==> src/rtl/grf_pkg.sv <==
// Shared definitions for the P5 register file and its Decode-side users.
// Holds the register-address width, the hardwired-zero register index and
// the rs/rt instruction field ranges, plus helpers to extract those fields.
package grf_pkg;

  localparam int REG_AW = 5;
  localparam logic [REG_AW-1:0] REG_ZERO = '0;

  // MIPS R/I-format source register fields.
  localparam int RS_HI = 25;
  localparam int RS_LO = 21;
  localparam int RT_HI = 20;
  localparam int RT_LO = 16;

  function automatic logic [REG_AW-1:0] instr_rs(input logic [31:0] instr);
    return instr[RS_HI:RS_LO];
  endfunction

  function automatic logic [REG_AW-1:0] instr_rt(input logic [31:0] instr);
    return instr[RT_HI:RT_LO];
  endfunction

endpackage

==> src/rtl/grf_scoreboard.sv <==
// In-flight writer scoreboard: one saturating counter per register 1..NREG-1.
// Latency: busy flags reflect the registered counters (no same-cycle release).
// No backpressure; over/underflow saturates and raises the sticky err flag.
// Ports: clk/reset; issue+dst claim a register, rel+rel_adr retire a claim;
//        adr1/adr2 select the busy lookups busy1/busy2; err is sticky.
module grf_scoreboard
  import grf_pkg::*;
#(
  parameter int NREG  = 32,
  parameter int CNT_W = 2
) (
  input  logic              clk,
  input  logic              reset,
  input  logic              issue,
  input  logic [REG_AW-1:0] dst,
  input  logic              rel,
  input  logic [REG_AW-1:0] rel_adr,
  input  logic [REG_AW-1:0] adr1,
  input  logic [REG_AW-1:0] adr2,
  output logic              busy1,
  output logic              busy2,
  output logic              err
);

  localparam logic [CNT_W-1:0] CNT_MAX = {CNT_W{1'b1}};

  logic [CNT_W-1:0] cnt [NREG];

  logic inc;
  logic dec;

  assign inc = issue && (dst != REG_ZERO);
  assign dec = rel && (rel_adr != REG_ZERO);

  always_ff @(posedge clk) begin
    if (reset) begin
      for (int i = 0; i < NREG; i++) cnt[i] <= '0;
      err <= 1'b0;
    end else begin
      // Register 0 is never touched, so its counter stays at zero.
      for (int i = 1; i < NREG; i++) begin
        logic inc_i;
        logic dec_i;
        inc_i = inc && (dst == REG_AW'(i));
        dec_i = dec && (rel_adr == REG_AW'(i));
        // A simultaneous claim and release on one register cancel out.
        if (inc_i && !dec_i) begin
          if (cnt[i] == CNT_MAX) err <= 1'b1;
          else                   cnt[i] <= cnt[i] + 1'b1;
        end else if (dec_i && !inc_i) begin
          if (cnt[i] == '0) err <= 1'b1;
          else              cnt[i] <= cnt[i] - 1'b1;
        end
      end
    end
  end

  assign busy1 = (cnt[adr1] != '0);
  assign busy2 = (cnt[adr2] != '0);

endmodule

==> src/rtl/grf.sv <==
// General register file for the P5 pipelined MIPS core.
// Latency: reads are combinational with same-cycle write bypass; log is 1 cycle.
// No backpressure: one write, two reads, one claim and one release per cycle.
// Ports: reg_adr1/2 -> reg_read1/2 (rs/rt); W_we/W_adr/W_data/W_PC write port;
//        D_issue/D_dst claim and W_release retire scoreboard entries (busy1/2,
//        sticky sb_err); log_valid/log_pc/log_adr/log_data record each write.
module grf
  import grf_pkg::*;
#(
  parameter int NREG  = 32,
  parameter int CNT_W = 2
) (
  input  logic              clk,
  input  logic              reset,
  input  logic [REG_AW-1:0] reg_adr1,
  input  logic [REG_AW-1:0] reg_adr2,
  output logic [31:0]       reg_read1,
  output logic [31:0]       reg_read2,
  input  logic              W_we,
  input  logic [REG_AW-1:0] W_adr,
  input  logic [31:0]       W_data,
  input  logic [31:0]       W_PC,
  input  logic              W_release,
  input  logic              D_issue,
  input  logic [REG_AW-1:0] D_dst,
  output logic              busy1,
  output logic              busy2,
  output logic              sb_err,
  output logic              log_valid,
  output logic [31:0]       log_pc,
  output logic [REG_AW-1:0] log_adr,
  output logic [31:0]       log_data
);

  logic [31:0] regs [NREG];
  logic        wr;

  assign wr = W_we && (W_adr != REG_ZERO);

  always_ff @(posedge clk) begin
    if (reset) begin
      for (int i = 0; i < NREG; i++) regs[i] <= '0;
    end else if (wr) begin
      regs[W_adr] <= W_data;
    end
  end

  // Bypass the Writeback value so Decode sees it in the same cycle.
  always_comb begin
    reg_read1 = regs[reg_adr1];
    if (reg_adr1 == REG_ZERO)             reg_read1 = '0;
    else if (W_we && W_adr == reg_adr1)   reg_read1 = W_data;
  end

  always_comb begin
    reg_read2 = regs[reg_adr2];
    if (reg_adr2 == REG_ZERO)             reg_read2 = '0;
    else if (W_we && W_adr == reg_adr2)   reg_read2 = W_data;
  end

  // Trace record: payload holds its last value when no write happens.
  always_ff @(posedge clk) begin
    if (reset) begin
      log_valid <= 1'b0;
      log_pc    <= '0;
      log_adr   <= '0;
      log_data  <= '0;
    end else begin
      log_valid <= wr;
      if (wr) begin
        log_pc   <= W_PC;
        log_adr  <= W_adr;
        log_data <= W_data;
      end
    end
  end

  grf_scoreboard #(
    .NREG  (NREG),
    .CNT_W (CNT_W)
  ) u_sb (
    .clk     (clk),
    .reset   (reset),
    .issue   (D_issue),
    .dst     (D_dst),
    .rel     (W_release),
    .rel_adr (W_adr),
    .adr1    (reg_adr1),
    .adr2    (reg_adr2),
    .busy1   (busy1),
    .busy2   (busy2),
    .err     (sb_err)
  );

endmodule

==> config.mk <==
export PLATFORM = sky130hd
export DESIGN_NAME = grf
export DESIGN_NICKNAME = d
export VERILOG_FILES = /design/src/rtl/grf_pkg.sv /design/src/rtl/grf_scoreboard.sv /design/src/rtl/grf.sv
export SDC_FILE = /design/constraint.sdc
export NUM_CORES = 2
export LEC_CHECK = 0
export ABC_AREA = 0
export BUFFER_PORTS_ARGS = -buffer_cell sky130_fd_sc_hd__buf_2
export CAP_MARGIN = 20
export CORE_MARGIN = 3
export CORE_UTILIZATION = 27
export CTS_BUF_LIST = sky130_fd_sc_hd__clkbuf_16
export CTS_CLUSTER_DIAMETER = 120
export DETAILED_ROUTE_END_ITERATION = 8
export PLACE_DENSITY = 0.44
export SLEW_MARGIN = 20
export SYNTH_ARGS = -nofsm -noshare
export SYNTH_HDL_FRONTEND = slang
export SYNTH_SLANG_ARGS = --single-unit
==> constraint.sdc <==
create_clock -name clk -period 4.2 [get_ports clk]
set_input_delay 0.21 -clock clk [delete_from_list [all_inputs] [get_ports clk]]
set_output_delay 0.21 -clock clk [all_outputs]
set_load 0.02 [all_outputs]
Yosys cells after proc, flatten, opt, wreduce, memory -nomap -nowiden
Memory sizes are Yosys's and may differ from the RTL's.
Cells that the tools add are included.
{"block": "word_totals", "mem_count": 2, "reg_bits": 71, "mem_bits_rw": 1088}
{"block": "op_classes", "bitwise_logic": 62, "eq_ne": 95, "muxes": 484, "reduce_logical": 229, "add_sub_neg": 62}
{"name": "regs", "depth": 32, "width": 32, "read_ports": 2, "rd_ports_with_merged_regs": 0, "write_ports": 32, "line_no": "grf.sv:35", "text": "logic [31:0] regs [NREG];"}
{"name": "u_sb.cnt", "depth": 32, "width": 2, "read_ports": 33, "rd_ports_with_merged_regs": 0, "write_ports": 32, "line_no": "grf_scoreboard.sv:27", "text": "logic [CNT_W-1:0] cnt [NREG];"}
{"cell": "1-bit 2-to-1 mux", "count": 416}
{"cell": "5-bit equality test, second input constant", "count": 32}
{"cell": "32-bit 2-to-1 mux", "count": 5}
{"cell": "1-bit logical AND", "count": 129}
{"cell": "2-bit 2-to-1 mux", "count": 62}
{"cell": "5-bit by 4-bit equality test with 1-bit output, second input constant", "count": 16}
{"cell": "2-bit by 1-bit adder with 2-bit output, second input constant", "count": 31}
{"cell": "2-bit equality test, second input constant", "count": 31}
{"cell": "1-bit logical NOT", "count": 62}
{"cell": "2-bit logical NOT", "count": 31}
{"cell": "1-bit OR", "count": 62}
{"cell": "2-bit by 1-bit subtractor with 2-bit output, second input constant", "count": 31}
{"cell": "5-bit by 3-bit equality test with 1-bit output, second input constant", "count": 8}
{"cell": "32-bit OR reduction", "count": 1}
{"cell": "5-bit by 2-bit equality test with 1-bit output, second input constant", "count": 4}
{"cell": "5-bit by 1-bit equality test with 1-bit output, second input constant", "count": 2}
{"cell": "5-bit equality test", "count": 2}
{"cell": "5-bit logical NOT", "count": 2}
{"cell": "5-bit nonzero test", "count": 2}
{"cell": "5-bit 2-to-1 mux", "count": 1}
{"cell": "2-bit nonzero test", "count": 2}

Depth between registers and ports, before layout
{"block": "depth", "word_depth": 104, "mapped_depth": 10, "ltp_nobuf": 7}

Hierarchy
A second synthesis with hierarchy kept.
{"block": "hier_totals", "cells_unflattened": 4687, "area_unflattened_um2": 63105.5}
{"module": "grf", "area_each_um2": 57158.6, "cells_each": 4012, "seq_area_each_um2": 32150.8, "instances": 1}
{"module": "grf_scoreboard", "area_each_um2": 5947.0, "cells_each": 675, "seq_area_each_um2": 1881.8, "instances": 1}

Least setup slack after synthesis
No wires, ideal clock.
{"block": "synth_timing", "path_type": "input to register", "from": "input port W_adr[0]", "to": "memory regs[16][0], enable pin", "t_required_ns": 3.734, "arrival_time_ns": 3.823, "path_slack_ns": -0.089, "setup_ns": 0.466, "n_path_buf": 3, "stages": 8, "path_cell_list": "clkbuf_1 > or2_2 > clkbuf_1 > o41a_1 > nand2_1 > or3_1 > clkbuf_1 > o21ai_0"}
{"item": "from (decl)", "line_no": "grf.sv:20", "text": "input logic [REG_AW-1:0] W_adr,"}
{"item": "to (decl)", "line_no": "grf.sv:35"}

Worst setup path in the final report
{"block": "layout_timing", "from": "input port W_adr[0]", "to": "output port reg_read2[21]"}
{"block": "layout_via", "elab_chain_len": 4}
{"item": "5-bit equality test", "line_no": "grf.sv:58", "text": "else if (W_we && W_adr == reg_adr2) reg_read2 = W_data;"}
{"item": "1-bit logical AND", "line_no": "grf.sv:58"}
{"item": "32-bit 2-to-1 mux", "line_no": "grf.sv:58"}
{"item": "32-bit 2-to-1 mux", "line_no": "grf.sv:57", "text": "if (reg_adr2 == REG_ZERO) reg_read2 = '0;"}
{"item": "to (decl)", "line_no": "grf.sv:18", "text": "output logic [31:0] reg_read2,"}
Every way passes these cells.

==> reports/qor.txt <==
Synth cell count leaders -> edfxtp_1, and2_1, mux4_2
Cts repair resizes -> 0
CTS tree -> yes
Post-synth EDFFs -> 1086
Wirelength per Cell -> 33.01 microns
Total track usage -> 20.93%
Synth Flop Type -> edfxtp_1
Fraction of registers with async set/reset -> 0%
DR pass1 iterations -> 5
Worst IR Drop VDD -> 321.8 uV
Cell variety after synth -> 69
Minimum clock period -> 3777 ps
Clock Latency Late Sink -> 780 ps
Remaining antenna violation count -> 0
Setup CP Type -> primary input to primary output
Worst reg2reg path depth -> 6
Remaining DRCs -> 0
Slew margin rel. -> 22.50%
Clock Path Buffers -> 3
Comb pwr share -> 14.1%
CP Max Fanout -> 22
Input/output buffers -> 225
Post-CTS Hold Buffers -> 63
FMAX -> 264.8 MHz
Area post-placement -> 68550 sq um
Synth Cell Area -> 62760 sq um
Static Leakage -> 24.97 nW
Met2 wire len -> 117600 microns
Clock share of power -> 39.7%
Total Nets Final -> 4585
Routed wl met3 -> 19390 microns
Yosys Warn Count -> 0
Metal1 wirelength -> 109300 microns
Starting Density -> 27.22%
Min-Delay Path Class -> primary input to register
PD cells -> 400.5 nW/um^2
Slew @ Worst Pin -> 1155 ps
Max cap viols -> 0
First-pass GRT wire length -> 346500 microns
Largest net degree at the start of global routing -> 97
Die Span Y -> 488.1 microns
Sequential area share after synthesis -> 54.23%
Finish-stage setup viols -> 0
Post-CTS setup buffer count -> 0
Critical path required time -> 3990 ps
Initial antenna violation count -> 33
Layout Area Growth over Synthesis -> 17.08%
Core area -> 230600 sq um
Drt via density -> 5.384
Drt total wl -> 252400 microns
Synth top area cells -> edfxtp_1, mux4_2, and2_1
Hpwl dp -> 152800 microns
WHS Path Cells -> 3
Switching Power -> 7.897 mW
Leading area contributor after synthesis -> edfxtp_1
Critical Path End Type -> primary output
Crit start category -> primary input
Die Wd -> 488.1 microns
Internal power -> 21.53 mW
Pins Over Slew Limit -> 0
Crit share post-route -> 89.93%
Synth Instances -> 4286
CTS clk-pin slew, worst paths -> 50 ps
Die area -> 238300 sq um
Worst clock skew -> 7.593 ps
RSZ-0062 raised after global routing -> false
Switching Share -> 26.83%
TritonCTS Buffers -> 138
Share of layout cells above drive strength 1 -> 29.34%
1st-iter DRT viols -> 5041
DR top layer -> met5
Part of the power in registers -> 46.2%
Status -> finished clean
Ports -> 226
Clock Sinks -> 1157
Worst setup margin -> 423.0 ps
Reg2Reg Setup Slack -> 1810 ps
Fin area -> 73480 sq um
Filler cell count in the final layout -> 22.43k
CTS Root Cell -> clkbuf_16
H-Tree Level Count -> 4
Final hold violation count -> 0
Vias in the first global route -> 40.95k
Avg Synthesized Cell Area -> 14.64 sq um
Rows -> 176
Pre-CTS setup slack -> 634.3 ps
Synth Register Bits -> 1157
Top-count cell post-synth -> edfxtp_1
Routability Congestion -> 0.8434
WP data arrival -> 3570 ps
GRT overflow -> 0
Layout Utilization -> 31.87%
Vias -> 41.17k
Top cell type's share of synthesized area -> 51.96%
[layout make-up]
cell class	instances	area (sq um)	area share [%]
Sequential cell	1157	34030	46.31
Multi-Input combinational cell	2707	27590	37.55
Tap cell	3026	3786	5.152
Timing Repair Buffer	482	3732	5.079
Clock buffer	143	3578	4.870
Clock inverter	108	686.9	0.9348
Antenna cell	16	40.04	0.05449
Inverter	8	35.03	0.04768
[cell families (layout without fill, tap and decap cells)]
family / count (synthesis) / in the layout / synth area share (%)
xor+xnor: 26 / 26 / 0.3628
buf+inv: 453 / 741 / 2.813
fa+ha+maj: 2 / 2 / 0.03987
mux: 729 / 729 / 24.71
simple gates: 1568 / 1568 / 14.13
compound gates: 350 / 350 / 3.708
flops: 1157 / 1157 / 54.23
other cells: 1 / 48 / 0.005975
[sequential cells by signal (all words and copies together) (netlist names)]
name,count
log_adr,5
u_sb.cnt,62
u_sb.err,1
log_data,32
regs,1024
log_pc,32
log_valid,1
[worst paths after layout]
check / to / start
setup / recovery: reg_read2[21] / W_adr[0]
hold / removal: log_data[30] / W_data[30]
setup reg to reg: u_sb.err / u_sb.cnt[28][0]
hold reg to reg: log_pc[19] / log_pc[19]
[metrics by stage]
step / hold slack, ps / instances / TNS [ps] / power (mW)
6_report: 61.75 / 7647 / 0 / 29.43
3_5_place_dp: 446.4 / 7317 / 0 / 17.94
3_3_place_gp: 440.4 / 7317 / 0 / 17.91
5_1_grt: 20.13 / 7632 / 0 / 30.40
4_1_cts: 7.594 / 7631 / 0 / 29.70
2_1_floorplan: 346.0 / 4317 / -11350 / 16.13
[per-layer routing]
metal / GRT usage, % / up-vias
met4: 5.310 / 4
li1: - / 16950
met2: 33.35 / 1885
met5: 0 / -
met3: 3.737 / 280
met1: 29.45 / 22050
[critical path, stage by stage]
cell           delay (ps)
dlygate4sd3_1         540
buf_2                 200
buf_4                 220
xor2_1                170
nor4_1                430
nand3_4               550
a211oi_1              910
buf_2                 310
[power groups by stage]
stage	sequential, mW	clock, mW	combinational [mW]
after global placement	13.8	0	4.12
final	13.6	11.7	4.15
after detailed placement	13.8	0	4.11
after floorplan	13.8	0	2.38
after global routing	13.7	12.4	4.32
after CTS	13.6	11.9	4.17
[placed cells by master (no fill, tap or decap), types with 7 or more instances in the layout]
cell / instances
a211oi_1: 105
a21oi_1: 111
and2_1: 1000
buf_12: 36
buf_2: 215
buf_4: 161
bufinv_16: 7
clkbuf_16: 143
clkinv_1: 30
clkinv_2: 21
conb_1: 32
dfxtp_1: 71
diode_2: 16
dlygate4sd3_1: 63
edfxtp_1: 1086
inv_1: 43
inv_6: 8
mux2i_1: 70
mux4_2: 656
nand2_1: 219
nand2b_1: 11
nand3_1: 27
nand3b_1: 13
nor2_1: 159
nor2_4: 24
nor2b_1: 12
nor3_1: 21
o2111ai_1: 7
o211ai_1: 22
o21ai_0: 24
o21ai_4: 22
or2_2: 20
xnor2_1: 8
xor2_1: 18
Power figures use the tool's default switching activity.
